File: src/rtl/if_fetch_if.sv
// Fetch-stage bundle: PC request, byte-wide instruction memory bus
// and the IF/ID valid/ready handshake. master = fetch stage side.
interface if_fetch_if;
    logic [31:0] pc_i;
    logic        ce_i;
    logic        stall_req_o;
    logic        flush_i;
    logic [31:0] mem_addr_o;
    logic        mem_rd_o;
    logic [7:0]  mem_din_i;
    logic [31:0] inst_o;
    logic [31:0] inst_pc_o;
    logic        inst_valid_o;
    logic        id_ready_i;

    modport master (
        input  pc_i, ce_i, flush_i, mem_din_i, id_ready_i,
        output stall_req_o, mem_addr_o, mem_rd_o,
        output inst_o, inst_pc_o, inst_valid_o
    );

    modport slave (
        output pc_i, ce_i, flush_i, mem_din_i, id_ready_i,
        input  stall_req_o, mem_addr_o, mem_rd_o,
        input  inst_o, inst_pc_o, inst_valid_o
    );
endinterface

File: src/rtl/if_fetch.sv
// Instruction fetch stage: reads a 32-bit word as four pipelined byte
// reads (little-endian) and hands it to decode over valid/ready.
// Ports: clk, rst (sync, active-high), bus (if_fetch_if.master):
//   pc_i/ce_i/stall_req_o  - PC request and hold-back to PC register
//   flush_i                - abort in-flight fetch, drop pending word
//   mem_addr_o/mem_rd_o/mem_din_i - byte memory, 1-cycle read latency
//   inst_o/inst_pc_o/inst_valid_o/id_ready_i - IF/ID handshake
// Optional: define ICACHE_EN for a direct-mapped one-word-per-line
// cache of ICACHE_LINES entries (hits complete at the accept edge).
module if_fetch #(
    parameter int unsigned ICACHE_LINES = 64
) (
    input  logic       clk,
    input  logic       rst,
    if_fetch_if.master bus
);
    localparam logic [2:0] IDLE = 3'd0;
    localparam logic [2:0] S1   = 3'd1;
    localparam logic [2:0] S2   = 3'd2;
    localparam logic [2:0] S3   = 3'd3;
    localparam logic [2:0] S4   = 3'd4;
    localparam logic [2:0] S5   = 3'd5;

    logic [2:0]  state;
    logic [31:0] fetch_pc;
    logic [7:0]  b0, b1, b2;
    logic        slot_free;
    logic        accept;
    logic        hit;
    logic [31:0] hit_data;
    logic [31:0] word;

    assign slot_free = !bus.inst_valid_o || bus.id_ready_i;
    assign accept    = (state == IDLE) && bus.ce_i && !bus.flush_i
                       && slot_free;
    assign bus.stall_req_o = (state != IDLE)
                             || (bus.inst_valid_o && !bus.id_ready_i);
    assign word = {bus.mem_din_i, b2, b1, b0};

`ifdef ICACHE_EN
    localparam int unsigned IDX_W = $clog2(ICACHE_LINES);
    // Tag keeps pc[1:0] too so unaligned PCs never alias aligned ones.
    localparam int unsigned TAG_W = 32 - IDX_W;

    logic [31:0]             c_data [ICACHE_LINES];
    logic [TAG_W-1:0]        c_tag  [ICACHE_LINES];
    logic [ICACHE_LINES-1:0] c_valid;
    logic [IDX_W-1:0]        req_idx, fill_idx;
    logic [TAG_W-1:0]        req_tag, fill_tag;

    assign req_idx  = bus.pc_i[2+IDX_W-1:2];
    assign req_tag  = {bus.pc_i[31:2+IDX_W], bus.pc_i[1:0]};
    assign fill_idx = fetch_pc[2+IDX_W-1:2];
    assign fill_tag = {fetch_pc[31:2+IDX_W], fetch_pc[1:0]};
    assign hit      = c_valid[req_idx] && (c_tag[req_idx] == req_tag);
    assign hit_data = c_data[req_idx];

    always_ff @(posedge clk) begin
        if (rst) begin
            c_valid <= '0;
            for (int i = 0; i < int'(ICACHE_LINES); i++) begin
                c_tag[i] <= '0;
            end
        end else if (!bus.flush_i && state == S5) begin
            c_valid[fill_idx] <= 1'b1;
            c_tag[fill_idx]   <= fill_tag;
            c_data[fill_idx]  <= word;
        end
    end
`else
    logic unused_cfg;
    assign unused_cfg = (ICACHE_LINES > 1);
    assign hit        = 1'b0;
    assign hit_data   = '0;
`endif

    always_ff @(posedge clk) begin
        if (rst) begin
            state            <= IDLE;
            fetch_pc         <= '0;
            bus.mem_addr_o   <= '0;
            bus.mem_rd_o     <= 1'b0;
            bus.inst_o       <= '0;
            bus.inst_pc_o    <= '0;
            bus.inst_valid_o <= 1'b0;
            b0               <= '0;
            b1               <= '0;
            b2               <= '0;
        end else if (bus.flush_i) begin
            state            <= IDLE;
            bus.mem_rd_o     <= 1'b0;
            bus.inst_valid_o <= 1'b0;
            b0               <= '0;
            b1               <= '0;
            b2               <= '0;
        end else begin
            if (bus.inst_valid_o && bus.id_ready_i) begin
                bus.inst_valid_o <= 1'b0;
            end
            case (state)
                IDLE: begin
                    if (accept) begin
                        if (hit) begin
                            bus.inst_o       <= hit_data;
                            bus.inst_pc_o    <= bus.pc_i;
                            bus.inst_valid_o <= 1'b1;
                        end else begin
                            fetch_pc       <= bus.pc_i;
                            bus.mem_addr_o <= bus.pc_i;
                            bus.mem_rd_o   <= 1'b1;
                            state          <= S1;
                        end
                    end
                end
                S1: begin
                    bus.mem_addr_o <= fetch_pc + 32'd1;
                    state          <= S2;
                end
                S2: begin
                    b0             <= bus.mem_din_i;
                    bus.mem_addr_o <= fetch_pc + 32'd2;
                    state          <= S3;
                end
                S3: begin
                    b1             <= bus.mem_din_i;
                    bus.mem_addr_o <= fetch_pc + 32'd3;
                    state          <= S4;
                end
                S4: begin
                    b2           <= bus.mem_din_i;
                    bus.mem_rd_o <= 1'b0;
                    state        <= S5;
                end
                S5: begin
                    bus.inst_o       <= word;
                    bus.inst_pc_o    <= fetch_pc;
                    bus.inst_valid_o <= 1'b1;
                    state            <= IDLE;
                end
                default: state <= IDLE;
            endcase
        end
    end
endmodule

File: src/flat_wrapper.sv
// flat-port wrapper written by rule: the top's interface ports become plain ports
module if_fetch_flat 
#(
    parameter int unsigned ICACHE_LINES = 64
)
  (clk, rst, bus_pc_i, bus_ce_i, bus_flush_i, bus_mem_din_i, bus_id_ready_i, bus_stall_req_o, bus_mem_addr_o, bus_mem_rd_o, bus_inst_o, bus_inst_pc_o, bus_inst_valid_o);
  if_fetch_if bus_i ();
  input  logic clk;
  input  logic rst;
  input wire logic [$bits(bus_i.pc_i)-1:0] bus_pc_i;
  input wire logic [$bits(bus_i.ce_i)-1:0] bus_ce_i;
  input wire logic [$bits(bus_i.flush_i)-1:0] bus_flush_i;
  input wire logic [$bits(bus_i.mem_din_i)-1:0] bus_mem_din_i;
  input wire logic [$bits(bus_i.id_ready_i)-1:0] bus_id_ready_i;
  output wire logic [$bits(bus_i.stall_req_o)-1:0] bus_stall_req_o;
  output wire logic [$bits(bus_i.mem_addr_o)-1:0] bus_mem_addr_o;
  output wire logic [$bits(bus_i.mem_rd_o)-1:0] bus_mem_rd_o;
  output wire logic [$bits(bus_i.inst_o)-1:0] bus_inst_o;
  output wire logic [$bits(bus_i.inst_pc_o)-1:0] bus_inst_pc_o;
  output wire logic [$bits(bus_i.inst_valid_o)-1:0] bus_inst_valid_o;
  assign bus_i.pc_i = bus_pc_i;
  assign bus_i.ce_i = bus_ce_i;
  assign bus_i.flush_i = bus_flush_i;
  assign bus_i.mem_din_i = bus_mem_din_i;
  assign bus_i.id_ready_i = bus_id_ready_i;
  assign bus_stall_req_o = bus_i.stall_req_o;
  assign bus_mem_addr_o = bus_i.mem_addr_o;
  assign bus_mem_rd_o = bus_i.mem_rd_o;
  assign bus_inst_o = bus_i.inst_o;
  assign bus_inst_pc_o = bus_i.inst_pc_o;
  assign bus_inst_valid_o = bus_i.inst_valid_o;
  if_fetch #(.ICACHE_LINES(ICACHE_LINES)) u_core (.clk(clk), .rst(rst), .bus(bus_i));
endmodule
File: config.mk
export PLATFORM = sky130hd
export DESIGN_NAME = if_fetch_flat
export DESIGN_NICKNAME = d
export VERILOG_FILES = /design/src/rtl/if_fetch_if.sv /design/src/rtl/if_fetch.sv /design/src/flat_wrapper.sv
export SDC_FILE = /design/constraint.sdc
export NUM_CORES = 1
export LEC_CHECK = 0
export CAP_MARGIN = 20
export CORE_ASPECT_RATIO = 0.5
export CORE_MARGIN = 10
export CORE_UTILIZATION = 35
export DETAILED_ROUTE_END_ITERATION = 10
export GPL_ROUTABILITY_DRIVEN = 0
export SYNTH_ARGS = -nofsm -noshare
export SYNTH_HDL_FRONTEND = slang
export SYNTH_SLANG_ARGS = --single-unit
File: constraint.sdc
create_clock -name clk -period 4.3 [get_ports clk]
set_input_delay 0.645 -clock clk [delete_from_list [all_inputs] [get_ports clk]]
set_output_delay 0.645 -clock clk [all_outputs]
set_load 0.01 [all_outputs]
* Word level (Yosys, flattened, before mapping) *
Cells that the tools add are included.

word-level totals
  bits in registers = 157
  output and inout port bits = 99

operators by class
  add/sub/neg operators = 3
  equal/unequal tests = 6
  mux-type cells = 8
  bitwise gates (word level) = 1
  reduce and logical (&&, ||, !) cells = 20

operators with widths
  operator                 number
  $pmux W32 S4             1
  $add A32 B2 Y32 const B  2
  $add A32 B1 Y32 const B  1
  $mux W32                 1
  $pmux W3 S5              1
  $eq A3 B2 Y1 const B     2
  $eq A3 B3 Y1 const B     2
  $reduce_and A3 Y1        2
  $logic_and A1 B1 Y1      5
  $reduce_and A2 Y1        2
  $reduce_bool A2 Y1       2
  $reduce_bool A4 Y1       1
  $eq A3 B1 Y1 const B     1
  $logic_not A1 Y1         3
  $logic_not A3 Y1         1
  $mux W1                  3
  $mux W3                  1
  $reduce_bool A3 Y1       1
  $logic_or A1 B1 Y1       2
  $ne A2 B1 Y1 const B     1
  $pmux W1 S2              1
  $reduce_or A2 Y1         1
  $not A1 Y1               1

* Depth between registers and ports, before layout *
Gate-level depths: netlist (run 1).

  depth in word-level cells = 6
  gate-level depth with buffers = 12
  mapped depth without buffers = 9

* Least setup slack after synthesis (run 1) *
OpenSTA, ideal clock, no wires.

  path type = flip-flop to flip-flop
  start point = register u_core.state[0]
  end point = register u_core.bus.mem_addr_o[30]
  arrival = 3.230 ns
  data required time = 4.167 ns
  setup slack = 0.936 ns
  stages on the path, launching flop included = 13
  buffers on the path = 4
  cells stage by stage = dfxtp_1 clkbuf_1 nor2b_1 buf_2 and2_1 clkbuf_1 clkinv_1 fa_1 or4_1 buf_2 o31a_1 o21ai_0 a311oi_1

on the way
  word-level cells in the longest chain between the ends = 6

RTL lines
  element                           RTL line                         source
  start, declared                   if_fetch.sv:24                   logic [2:0] state;
  start signal, assigned            if_fetch.sv:79                   state <= IDLE;
  start signal, assigned            if_fetch.sv:90                   state <= IDLE;
  start signal, assigned            if_fetch.sv:111                  state <= S1;
  $logic_not A3 Y1                  if_fetch.sv:34, if_fetch.sv:100
  $logic_and A1 B1 Y1 (2 in a row)  if_fetch.sv:34                   assign accept = (state == IDLE) && bus.ce_i && !bus.flush_i
  $logic_and A1 B1 Y1               if_fetch.sv:35                   && slot_free;
  $ne A2 B1 Y1 (no line)            -
  $reduce_and A3 Y1 (no line)       -
  end signal, assigned              if_fetch.sv:109                  bus.mem_addr_o <= bus.pc_i;
  end signal, assigned              if_fetch.sv:116                  bus.mem_addr_o <= fetch_pc + 32'd1;
  end signal, assigned              if_fetch.sv:121                  bus.mem_addr_o <= fetch_pc + 32'd2;
  end, declared                     if_fetch_if.sv:18                output stall_req_o, mem_addr_o, mem_rd_o,

Several ways; a longest one is shown, not always the timed one.
A chain may end at the register's enable or synchronous reset.

* Worst setup path after layout (run 1) *
Ends and elaborated chain as after synthesis.

==> PnR_summary.wiki, run 1 <==
{| class="wikitable"
! Metric !! Value
|-
| Share of the synthesized area in compound gates (AO/OA/AOI/OAI) || 22.0%
|-
| Worst hold slack || 0.453 ns
|-
| Worst path setup slack after routing || between 0.7 and 0.8 ns
|-
| HPWL after detailed placement || between 15000 and 20000 microns
|-
| Final period utilization || approximately 83%
|-
| Core outline area || roughly 0.021 sq mm
|-
| Share of Yosys cell area claimed by the top area cell type || approximately 42%
|-
| Number of CTS-inserted buffers || 17
|-
| Avg Vias per Cell || between 5 and 6
|-
| Initial standard-cell utilization of the core || a little over a third
|-
| Number of I/O pins || approximately 140
|-
| Sum of routed wire length over all layers || around 25000 microns
|-
| Setup crit start kind || register
|-
| Number of cells on the worst reg-to-reg path || 9
|-
| Via count of the first global-routing pass || between 6000 and 7000
|-
| Pin count of the biggest net entering global routing || a little over 70
|-
| Most frequent cell after synthesis || sky130_fd_sc_hd__nand2_1
|-
| Clock transition at path regs || roughly 0.060 ns
|-
| Bufs and invs on worst path || 2
|-
| Synth Register Bits || around 160
|-
| Setup clock skew after layout || between 0.006 and 0.007 ns
|-
| Worst Path Required || 4.64 ns
|-
| Clock period minus final worst setup slack || 3.58 ns
|-
| Global-route wire length before repair || roughly 39000 microns
|-
| Cell with the largest stage delay on the worst path || sky130_fd_sc_hd__or4_1
|-
| Width of the chip || approximately 230 microns
|-
| Setup TNS || 0 ns
|-
| Number of synthesized flops with an enable pin || 0
|-
| Synth Area in Simple Gates || between 20% and 30%
|-
| Pwr Total || 0.00338 W
|-
| Met2 wire length || around 12000 microns
|-
| DRC violation count after routing || 0
|-
| TritonCTS clock tree || done
|-
| Detailed router's first-iteration violation count || between 600 and 700
|-
| Terminating pin of the worst hold path || u_core.bus.inst_o[22]
|-
| Synth area leader || sky130_fd_sc_hd__dfxtp_1
|-
| Portion of the post-synthesis area used by sequential elements || roughly 42%
|-
| Number of max-slew violations in the final report || 0
|-
| Drt pass-1 iters || 4
|-
| Xor-xnor portion of the synthesized cell area || between 2 and 2.5%
|-
| Critical-path cell list || buf_4, nor2b_1, and2_1, clkinv_1, fa_1, or4_1, nor4_1, o21ai_0, a311oi_1
|-
| Floorplan die height || approximately 120 microns
|-
| Area of the mapped netlist || around 0.0074 sq mm
|-
| Avg Synthesized Cell Area || 7.65 sq um
|-
| Top layer used by detailed routing || met4
|-
| Multiplexer share of the synthesized area || less than 1%
|-
| Port Buffer Count || roughly 140
|-
| P&R area growth vs syn || 27.2%
|-
| Routed metal-1 wirelength || 11200 microns
|-
| Combined global-route utilization of all metal layers || around 18%
|-
| Master cell of the clock root buffer || sky130_fd_sc_hd__clkbuf_16
|-
| Data arrival at the endpoint of the critical path || 3.92 ns
|-
| Maximum VDD drop || slightly above 0.2 mV
|-
| Routed met3 length || 1290 microns
|-
| Share of flip-flops with an asynchronous set or reset || 0%
|-
| Highest attainable clock frequency || ~280 MHz
|-
| Clock H-tree levels || 4
|-
| Outcome || complete, no violations
|-
| Residual overflow from global routing || 0
|-
| Nets in the synthesized netlist || 1016
|-
| Buffer count from post-CTS setup fixing || 0
|-
| Final setup violation count || 0
|-
| Reg2reg start || u_core.state[0]
|-
| Peak per-stage delay on the critical path || approximately 0.77 ns
|-
| Unrepaired setup endpoints after global routing || false
|-
| Worst-case clock buffer depth || 2
|-
| Max-capacitance violation count || 0
|-
| Count of yosys warnings during synthesis || 0
|-
| Crit Reg-Reg Endpoint || u_core.bus.mem_addr_o[30]
|-
| Cell Pwr Density || 360 mW/mm^2
|-
| Num Clock Sinks || about 160
|-
| Worst Setup Path Type || register to register
|-
| Slew headroom || 30.6%
|-
| Worst hold-check path type || register to register
|-
| Hold buffer count at cts || 0
|-
| Worst hold stages || 2
|-
| Primary FF master, synth || sky130_fd_sc_hd__dfxtp_1
|-
| Largest family of logic cells by synthesized area || simple AND/OR/NAND/NOR gates
|-
| Final Net Count || ~1100
|-
| Final antenna diode count || 0
|-
| Worst hold start || u_core.b2[6]
|-
| Static leakage || approximately 3.0 nW
|-
| Resized cells post-CTS || 0
|-
| Die Area || 0.0277 sq mm
|-
| Worst Max-Slew Pin Slew || slightly above 1 ns
|-
| Number of hold violations in the final report || 0
|-
| Flop-to-flop setup slack || between 0.7 and 0.8 ns
|-
| Number of antenna violations at the first check in global routing || 0
|-
| Family with the most delay on the worst path || simple AND/OR/NAND/NOR gates
|-
| Kind of end point of the critical path || register
|-
| Netlist cell types || 65
|-
| Cell count after synthesis || 968
|-
| Synth top cells by count || 261 x sky130_fd_sc_hd__nand2_1, 157 x sky130_fd_sc_hd__dfxtp_1, 141 x sky130_fd_sc_hd__a21oi_1
|-
| Critical path fanouts, max || 19
|-
| Ratio of cells with drive above 1 in the final layout || 5.50%
|-
| Ranking of synthesized cells by area || sky130_fd_sc_hd__dfxtp_1 42%, sky130_fd_sc_hd__nand2_1 13%, sky130_fd_sc_hd__a21oi_1 9.5%
|-
| Count of placed standard cells in the final layout, fillers left out || between 1000 and 1500
|-
| Vias || between 7000 and 8000
|-
| Worst-skew pair later-pin latency || 0.43 ns
|-
| Instance count after placement with tap cells included || around 1300
|-
| Post-DR wirelength/cell || ~19 microns
|-
| Adder-Cell Fraction of Synth Area || less than 1%
|-
| Post-route ant nets || 0
|-
| Layout filler cell count || 2065
|-
| Floorplan row count || 37
|-
| Worst setup timing slack at the placement stage || about 0.78 ns
|}
==> registers in the layout, indices dropped and copies added, names as in the netlist <==
register / count
u_core.bus.inst_o: 32
u_core.bus.inst_pc_o: 32
u_core.bus.mem_addr_o: 32
u_core.fetch_pc: 32
u_core.b0: 8
u_core.b1: 8
u_core.b2: 8
u_core.state: 3
u_core.bus.inst_valid_o: 1
u_core.bus.mem_rd_o: 1
==> tightest hold or removal path, delay by kind of cell (launching register included) <==
family          cells  cell delay [ns]
compound gates      1             0.05
flops               1             0.31
simple gates        1             0.05
==> per-stage QoR <==
step | utilization, % | area, sq um
4_1_cts | 45.6 | 9410
6_report | 45.6 | 9410
5_1_grt | 45.6 | 9410
3_5_place_dp | 42.7 | 8810
3_3_place_gp | 42.7 | 8810
2_1_floorplan | - | 7400
==> how the worst max path moves through the flow <==
stage,endpoint,cells past startpoint,startpoint,slack (ns)
floorplan,u_core.bus.mem_addr_o[30],12,u_core.state[0],0.94
global placement,u_core.bus.mem_addr_o[30],9,u_core.state[0],0.87
detailed placement,u_core.bus.mem_addr_o[30],9,u_core.state[0],0.78
CTS,u_core.bus.mem_addr_o[30],9,u_core.state[0],0.75
global route,u_core.bus.mem_addr_o[22],9,u_core.state[0],0.34
finish,u_core.bus.mem_addr_o[30],9,u_core.state[0],0.72
==> final cells by class <==
type                            count  area [sq um]  area share [%]
Tap cell                          273           342            3.63
Clock inverter                     13           168            1.78
Inverter                            6          22.5           0.239
Multi-Input combinational cell    705          3790            40.2
Clock buffer                       19           433            4.60
Sequential cell                   157          3140            33.4
Timing Repair Buffer              155          1520            16.1
==> power by group <==
group | total (W) | internal [W] | leakage (nW) | switching [W]
Clock | 0.00156 | 0.000917 | 0.287 | 0.000639
Sequential | 0.00155 | 0.00149 | 1.27 | 0.0000573
Combinational | 0.000279 | 0.000131 | 1.41 | 0.000148
==> layout by cell type, fill, tap and decap left out, types with 15 or more instances in the layout <==
cell / netlist / routed
sky130_fd_sc_hd__nor2_1: 41 / 40
sky130_fd_sc_hd__nor3_1: 27 / 26
sky130_fd_sc_hd__nand4_1: 15 / 15
sky130_fd_sc_hd__dfxtp_1: 157 / 157
sky130_fd_sc_hd__clkdlybuf4s50_1: 0 / 142
sky130_fd_sc_hd__o21ai_0: 28 / 28
sky130_fd_sc_hd__nand2_1: 261 / 261
sky130_fd_sc_hd__clkbuf_16: 0 / 17
sky130_fd_sc_hd__a21oi_1: 141 / 141
==> cell families (layout without fill, tap and decap cells) <==
logic type               count (synthesis)  count (layout)
AO/OA/AOI/OAI                          262             262
XOR/XNOR                                18              18
adder cells (fa/ha/maj)                  3               3
buffers and inverters                  106             193
flip-flops                             157             157
multiplexers                             3               3
AND/OR/NAND/NOR                        419             419
==> routing by layer <==
metal  vias to the layer above  track usage [%]
met5                         -                0
met4                         0             5.74
met3                        31             3.55
met2                       193             29.7
met1                      3475             22.3
li1                       3524                -
Power figures use the tool's default switching activity.
==> run 2, diff against run 1 <==
==> constraint.sdc (replaced) <==
create_clock -name clk -period 3.05 [get_ports clk]
set_input_delay 0.4575 -clock clk [delete_from_list [all_inputs] [get_ports clk]]
set_output_delay 0.4575 -clock clk [all_outputs]
set_load 0.01 [all_outputs]
==> run 2 against run 1 <==
  * Sequential share of layout area is 0.43 points lower
  * Final cell count is 1.2% higher
  * Sequential cell count stayed put
  * Combinational power is 53% higher
  * Largest power group is now sequential cells
  * Highest routed layer unchanged
  * Core utilization is 0.59 points higher
==> PnR_summary.wiki, run 2 (synthesis results as in run 1) <==
{| class="wikitable"
! Metric !! Value
|-
| Via count of the first global-routing pass || between 7000 and 8000
|-
| Die Area || about 0.028 sq mm
|-
| Floorplan row count || 37
|-
| Worst hold-check path type || register to register
|-
| Outcome || complete, no violations
|-
| Critical path fanouts, max || 10
|-
| Sum of routed wire length over all layers || between 20000 and 30000 microns
|-
| Worst Path Required || ~3.4 ns
|-
| Number of max-slew violations in the final report || 0
|-
| Ratio of cells with drive above 1 in the final layout || 7.19%
|-
| Sequential cell area || approximately 0.0031 sq mm
|-
| Setup clock skew after layout || ~0.0065 ns
|-
| Critical-path cell list || nor2b_1, and2_1, clkinv_2, fa_1, or4_1, nor4_1, o21ai_0, a311oi_1
|-
| DRC violation count after routing || 0
|-
| Layout filler cell count || between 2000 and 2500
|-
| Worst Max-Slew Pin Slew || roughly 0.76 ns
|-
| Initial standard-cell utilization of the core || 35.8%
|-
| Drt pass-1 iters || 5
|-
| Width of the chip || approximately 230 microns
|-
| Slew headroom || about half
|-
| Post-DR wirelength/cell || between 15 and 20 microns
|-
| Family with the most delay on the worst path || simple AND/OR/NAND/NOR gates
|-
| Number of hold violations in the final report || 0
|-
| Post-route ant nets || 0
|-
| Kind of end point of the critical path || register
|-
| HPWL after detailed placement || roughly 18000 microns
|-
| P&R area growth vs syn || 28.9%
|-
| Vias || between 7000 and 8000
|-
| Final setup violation count || 0
|-
| Switching share of power || a little over a quarter
|-
| Static leakage || roughly 3 nW
|-
| Net switching power || between 0.001 and 0.0015 W
|-
| Area used by multi-input combinational logic || about 0.0038 sq mm
|-
| Cell Pwr Density || about 500 mW/mm^2
|-
| Residual overflow from global routing || 0
|-
| Combined global-route utilization of all metal layers || a little under a fifth
|-
| Worst-case clock buffer depth || 2
|-
| Final period utilization || slightly above 90%
|-
| Global-route wire length before repair || approximately 40000 microns
|-
| Hold buffer count at cts || 0
|-
| Resized cells post-CTS || 0
|-
| Pwr Total || between 0.004 and 0.005 W
|-
| Data arrival at the endpoint of the critical path || 3.20 ns
|-
| Clock H-tree levels || 4
|-
| Pin count of the biggest net entering global routing || 68
|-
| Core outline area || roughly 0.021 sq mm
|-
| Buffer count from post-CTS setup fixing || 0
|-
| Floorplan die height || 123 microns
|-
| Num Clock Sinks || ~160
|-
| Cell with the largest stage delay on the worst path || sky130_fd_sc_hd__or4_1
|-
| TritonCTS clock tree || done
|-
| Worst-skew pair later-pin latency || 0.44 ns
|-
| Max-capacitance violation count || 0
|-
| Clock Power Share || between 40% and 50%
|-
| Register share of total power || around 47%
|-
| Setup crit start kind || register
|-
| Internal power component || between 0.003 and 0.004 W
|-
| Final Net Count || about 1100
|-
| Clock transition at path regs || approximately 0.07 ns
|-
| Commonest non-fill, non-tap cell in the layout || sky130_fd_sc_hd__nand2_1
|-
| Bufs and invs on worst path || 1
|-
| Unrepaired setup endpoints after global routing || false
|-
| Most frequent cells in the layout || 261 x sky130_fd_sc_hd__nand2_1, 157 x sky130_fd_sc_hd__dfxtp_1, 142 x sky130_fd_sc_hd__clkdlybuf4s50_1
|-
| Clock period minus final worst setup slack || between 2 and 3 ns
|-
| Peak per-stage delay on the critical path || ~0.76 ns
|-
| Number of CTS-inserted buffers || 17
|-
| Number of I/O pins || 144
|-
| Maximum VDD drop || roughly 0.26 mV
|-
| Master cell of the clock root buffer || sky130_fd_sc_hd__clkbuf_16
|-
| Highest attainable clock frequency || about 350 MHz
|-
| Number of antenna violations at the first check in global routing || 0
|-
| Worst Setup Path Type || register to register
|-
| Detailed router's first-iteration violation count || 823
|-
| Setup TNS || 0 ns
|-
| Final antenna diode count || 0
|-
| Avg Vias per Cell || between 5 and 6
|-
| Port Buffer Count || around 140
|-
| Gate power share || approximately 9.2%
|}
[run 2: worst register-to-register path: stages, from the launching register on]
cell	delay (ns)
sky130_fd_sc_hd__dfxtp_1	0.33
sky130_fd_sc_hd__nor2b_1	0.17
sky130_fd_sc_hd__and2_1	0.22
sky130_fd_sc_hd__clkinv_2	0.17
sky130_fd_sc_hd__fa_1	0.44
sky130_fd_sc_hd__or4_1	0.76
sky130_fd_sc_hd__nor4_1	0.29
sky130_fd_sc_hd__o21ai_0	0.12
sky130_fd_sc_hd__a311oi_1	0.27
[run 2: final cells by class]
cell class,count,share of cell area (%)
inverter,6,0.249
timing repair buffer,171,17.6
multi-input combinational,705,39.7
clock buffer,18,4.61
clock inverter,14,1.31
sequential,157,33.0
tap,273,3.58
[run 2: final timing paths]
kind	to	start	slack, ns	cells after the start
max	u_core.bus.mem_addr_o[30]	u_core.state[0]	0.20	8
min reg2reg	u_core.bus.inst_o[17]	u_core.b2[1]	0.45	2
min	u_core.bus.inst_o[17]	u_core.b2[1]	0.45	2
max reg2reg	u_core.bus.mem_addr_o[30]	u_core.state[0]	0.20	8
[run 2: power groups by stage]
stage               registers [W]  clock network (W)  logic (W)
finish                    0.00217            0.00207   0.000428
global route              0.00217            0.00220   0.000466
CTS                       0.00217            0.00211   0.000429
detailed placement        0.00221                  0   0.000427
global placement          0.00221                  0   0.000420
floorplan                 0.00219                  0   0.000227
[run 2: layer usage]
layer	part of all wire (%)	global-route usage, %	vias up
li1	-	-	3564
met1	45	23.1	3511
met2	47	30.1	213
met3	6.2	4.60	30
met4	1.2	5.49	0
met5	0	0	-
[run 2: metrics by stage]
step	worst slack, ns	std cells	utilization (%)	instance area [sq um]	hold WS [ns]
2_1_floorplan	0.0504	968	-	7400	0.432
3_3_place_gp	0.292	1312	43.5	8970	0.439
3_5_place_dp	0.218	1312	43.5	8970	0.445
4_1_cts	0.180	1344	46.2	9540	0.455
5_1_grt	0.00282	1344	46.2	9540	0.477
6_report	0.201	1344	46.2	9540	0.455
==> run 3, diff against run 2 <==
--- a/config.mk
+++ b/config.mk
@@ -9,6 +9,7 @@
 export CORE_ASPECT_RATIO = 0.5
 export CORE_MARGIN = 10
 export CORE_UTILIZATION = 35
+export CTS_CLUSTER_SIZE = 40
 export DETAILED_ROUTE_END_ITERATION = 10
 export GPL_ROUTABILITY_DRIVEN = 0
 export SYNTH_ARGS = -nofsm -noshare
==> constraint.sdc (replaced) <==
create_clock -name clk -period 3.5 [get_ports clk]
set_input_delay 0.525 -clock clk [delete_from_list [all_inputs] [get_ports clk]]
set_output_delay 0.525 -clock clk [all_outputs]
set_load 0.01 [all_outputs]
==> run 3 against run 2 <==
  * Final area is 0.66% lower
  * Worst setup slack better by 0.13 ns
  * Clock power is 2% lower
  * First-iteration DRC count is 31% lower
  * Largest cell class unchanged
  * Largest power group is now clock
==> PnR_summary.wiki, run 3 (synthesis results as in run 1) <==
{| class="wikitable"
! Metric !! Value
|-
| Max-capacitance violation count || 0
|-
| Residual overflow from global routing || 0
|-
| Slew headroom || about a third
|-
| TritonCTS clock tree || done
|-
| HPWL after detailed placement || ~17000 microns
|-
| Highest attainable clock frequency || between 300 and 400 MHz
|-
| DRC violation count after routing || 0
|-
| Final period utilization || just over 90%
|-
| Core outline area || approximately 0.021 sq mm
|-
| Worst Max-Slew Pin Slew || slightly above 1 ns
|-
| Width of the chip || 226 microns
|-
| Worst Path Required || 3.77 ns
|-
| Maximum VDD drop || between 0.2 and 0.3 mV
|-
| Initial standard-cell utilization of the core || between 30% and 40%
|-
| Via count of the first global-routing pass || roughly 7000
|-
| Vias || 7213
|-
| Post-DR wirelength/cell || roughly 18 microns
|-
| Worst-case clock buffer depth || 2
|-
| Cell Pwr Density || 451 mW/mm^2
|-
| Setup TNS || 0 ns
|-
| Master cell of the clock root buffer || sky130_fd_sc_hd__clkbuf_16
|-
| Critical-path cell list || and2_1, clkinv_1, fa_1, or4_1, o31a_1, o21ai_0, a311oi_1
|-
| Worst-skew pair later-pin latency || approximately 0.44 ns
|-
| Clock H-tree levels || 4
|-
| Combined global-route utilization of all metal layers || between 10% and 20%
|-
| Worst hold stages || 2
|-
| Worst path setup slack after routing || about 0.33 ns
|-
| Buffer count from post-CTS setup fixing || 0
|-
| Number of cells on the worst reg-to-reg path || 7
|-
| Kind of end point of the critical path || register
|-
| Final setup violation count || 0
|-
| Crit Reg-Reg Endpoint || u_core.bus.mem_addr_o[30]
|-
| Worst setup timing slack at the placement stage || ~0.38 ns
|-
| Flop-to-flop setup slack || about 0.33 ns
|-
| Layout filler cell count || roughly 2100
|-
| Number of hold violations in the final report || 0
|-
| Cell with the largest stage delay on the worst path || sky130_fd_sc_hd__or4_1
|-
| Drt pass-1 iters || 5
|-
| Number of CTS-inserted buffers || 17
|-
| Reg2reg start || u_core.state[1]
|-
| Clock period minus final worst setup slack || approximately 3.2 ns
|-
| Static leakage || 3.01 nW
|-
| Data arrival at the endpoint of the critical path || ~3.4 ns
|-
| Worst hold-check path type || register to register
|-
| Terminating pin of the worst hold path || u_core.bus.inst_o[3]
|-
| Floorplan die height || 123 microns
|-
| Commonest non-fill, non-tap cell in the layout || sky130_fd_sc_hd__nand2_1
|-
| Most frequent cells in the layout || 261 x sky130_fd_sc_hd__nand2_1, 157 x sky130_fd_sc_hd__dfxtp_1, 142 x sky130_fd_sc_hd__clkdlybuf4s50_1
|-
| Avg Vias per Cell || 5.42
|-
| Setup clock skew after layout || 0.00915 ns
|-
| Worst Setup Path Type || register to register
|-
| Number of max-slew violations in the final report || 0
|-
| Port Buffer Count || about 140
|-
| Resized cells post-CTS || 0
|-
| Pin count of the biggest net entering global routing || 95
|-
| Num Clock Sinks || between 150 and 200
|-
| Family with the most delay on the worst path || simple AND/OR/NAND/NOR gates
|-
| Post-route ant nets || 0
|-
| Setup crit start kind || register
|-
| Bufs and invs on worst path || 1
|-
| Ratio of cells with drive above 1 in the final layout || roughly 5.8%
|-
| Number of antenna violations at the first check in global routing || 0
|-
| Critical path fanouts, max || 11
|-
| Peak per-stage delay on the critical path || about 0.77 ns
|-
| Detailed router's first-iteration violation count || about 570
|-
| Die Area || around 0.028 sq mm
|-
| Final Net Count || ~1100
|-
| Worst hold start || u_core.b0[3]
|-
| Global-route wire length before repair || 38500 microns
|-
| Hold buffer count at cts || 0
|-
| Number of I/O pins || approximately 140
|-
| Sum of routed wire length over all layers || between 20000 and 25000 microns
|-
| Unrepaired setup endpoints after global routing || false
|-
| Worst hold slack || about 0.45 ns
|-
| Clock transition at path regs || around 0.060 ns
|-
| Floorplan row count || 37
|-
| Final antenna diode count || 0
|-
| Outcome || complete, no violations
|-
| P&R area growth vs syn || 28.0%
|}
-- run 3: changes by cell type in the layout (fill, tap and decap cells not counted), moves of 4 or more --
cell                        delta
sky130_fd_sc_hd__buf_4         -9
sky130_fd_sc_hd__bufinv_16     +5
sky130_fd_sc_hd__clkinv_4      -4
sky130_fd_sc_hd__inv_6         -5
-- run 3: per-layer routing --
| metal | up-vias | track usage (%) | routed length (microns) | share of wire, % |
|---|---|---|---|---|
| met3 | 23 | 4.24 | 1240 | 5.1 |
| met2 | 180 | 29.3 | 11600 | 48 |
| met5 | - | 0 | 0 | 0 |
| met4 | 0 | 5.70 | 316 | 1.3 |
| li1 | 3533 | - | - | - |
| met1 | 3477 | 21.6 | 11200 | 46 |
-- run 3: area by class of cell --
class                   instances  area [sq um]  share of cell area (%)
multi-input cells             705          3790                    40.0
well taps                     273           342                    3.61
flip-flops and latches        157          3140                    33.2
clock buffers                  20           437                    4.61
clock inverters                12           194                    2.05
inverters                       6          22.5                   0.238
repair buffers                159          1550                    16.3
-- run 3: worst max-delay path by stage --
| stage | slack [ns] | endpoint | depth (start not counted) | from |
|---|---|---|---|---|
| 6_report | 0.33 | u_core.bus.mem_addr_o[30] | 7 | u_core.state[1] |
| 2_1_floorplan | 0.14 | u_core.bus.mem_addr_o[30] | 12 | u_core.state[0] |
| 3_5_place_dp | 0.38 | u_core.bus.mem_addr_o[30] | 7 | u_core.state[1] |
| 4_1_cts | 0.33 | u_core.bus.mem_addr_o[30] | 7 | u_core.state[1] |
| 5_1_grt | 0.03 | u_core.bus.mem_addr_o[30] | 7 | u_core.state[1] |
| 3_3_place_gp | 0.38 | u_core.bus.mem_addr_o[30] | 7 | u_core.state[1] |
-- run 3: worst reg2reg max path: cells and delay by family (launching register included) --
kind	cells	cell delay, ns
adders and majority gates	1	0.51
AOI/OAI and AO/OA	3	0.62
and+or+nand+nor	2	1.18
buffers and inverters	1	0.17
DFF	1	0.52
-- run 3: per-stage QoR --
step / power (W) / utilization (%) / cell area (sq um) / instances
after floorplan: 0.00211 / - / 7400 / 968
after global placement: 0.00228 / 42.8 / 8840 / 1300
after detailed placement: 0.00228 / 42.8 / 8840 / 1300
after CTS: 0.00430 / 45.9 / 9470 / 1332
after global routing: 0.00442 / 45.9 / 9470 / 1332
final: 0.00427 / 45.9 / 9470 / 1332
-- run 3: report_power, final --
group / switching, W / internal [W]
Sequential: 0.0000672 / 0.00183
Combinational: 0.000181 / 0.000162
Clock: 0.000766 / 0.00126
Total: 0.00101 / 0.00326
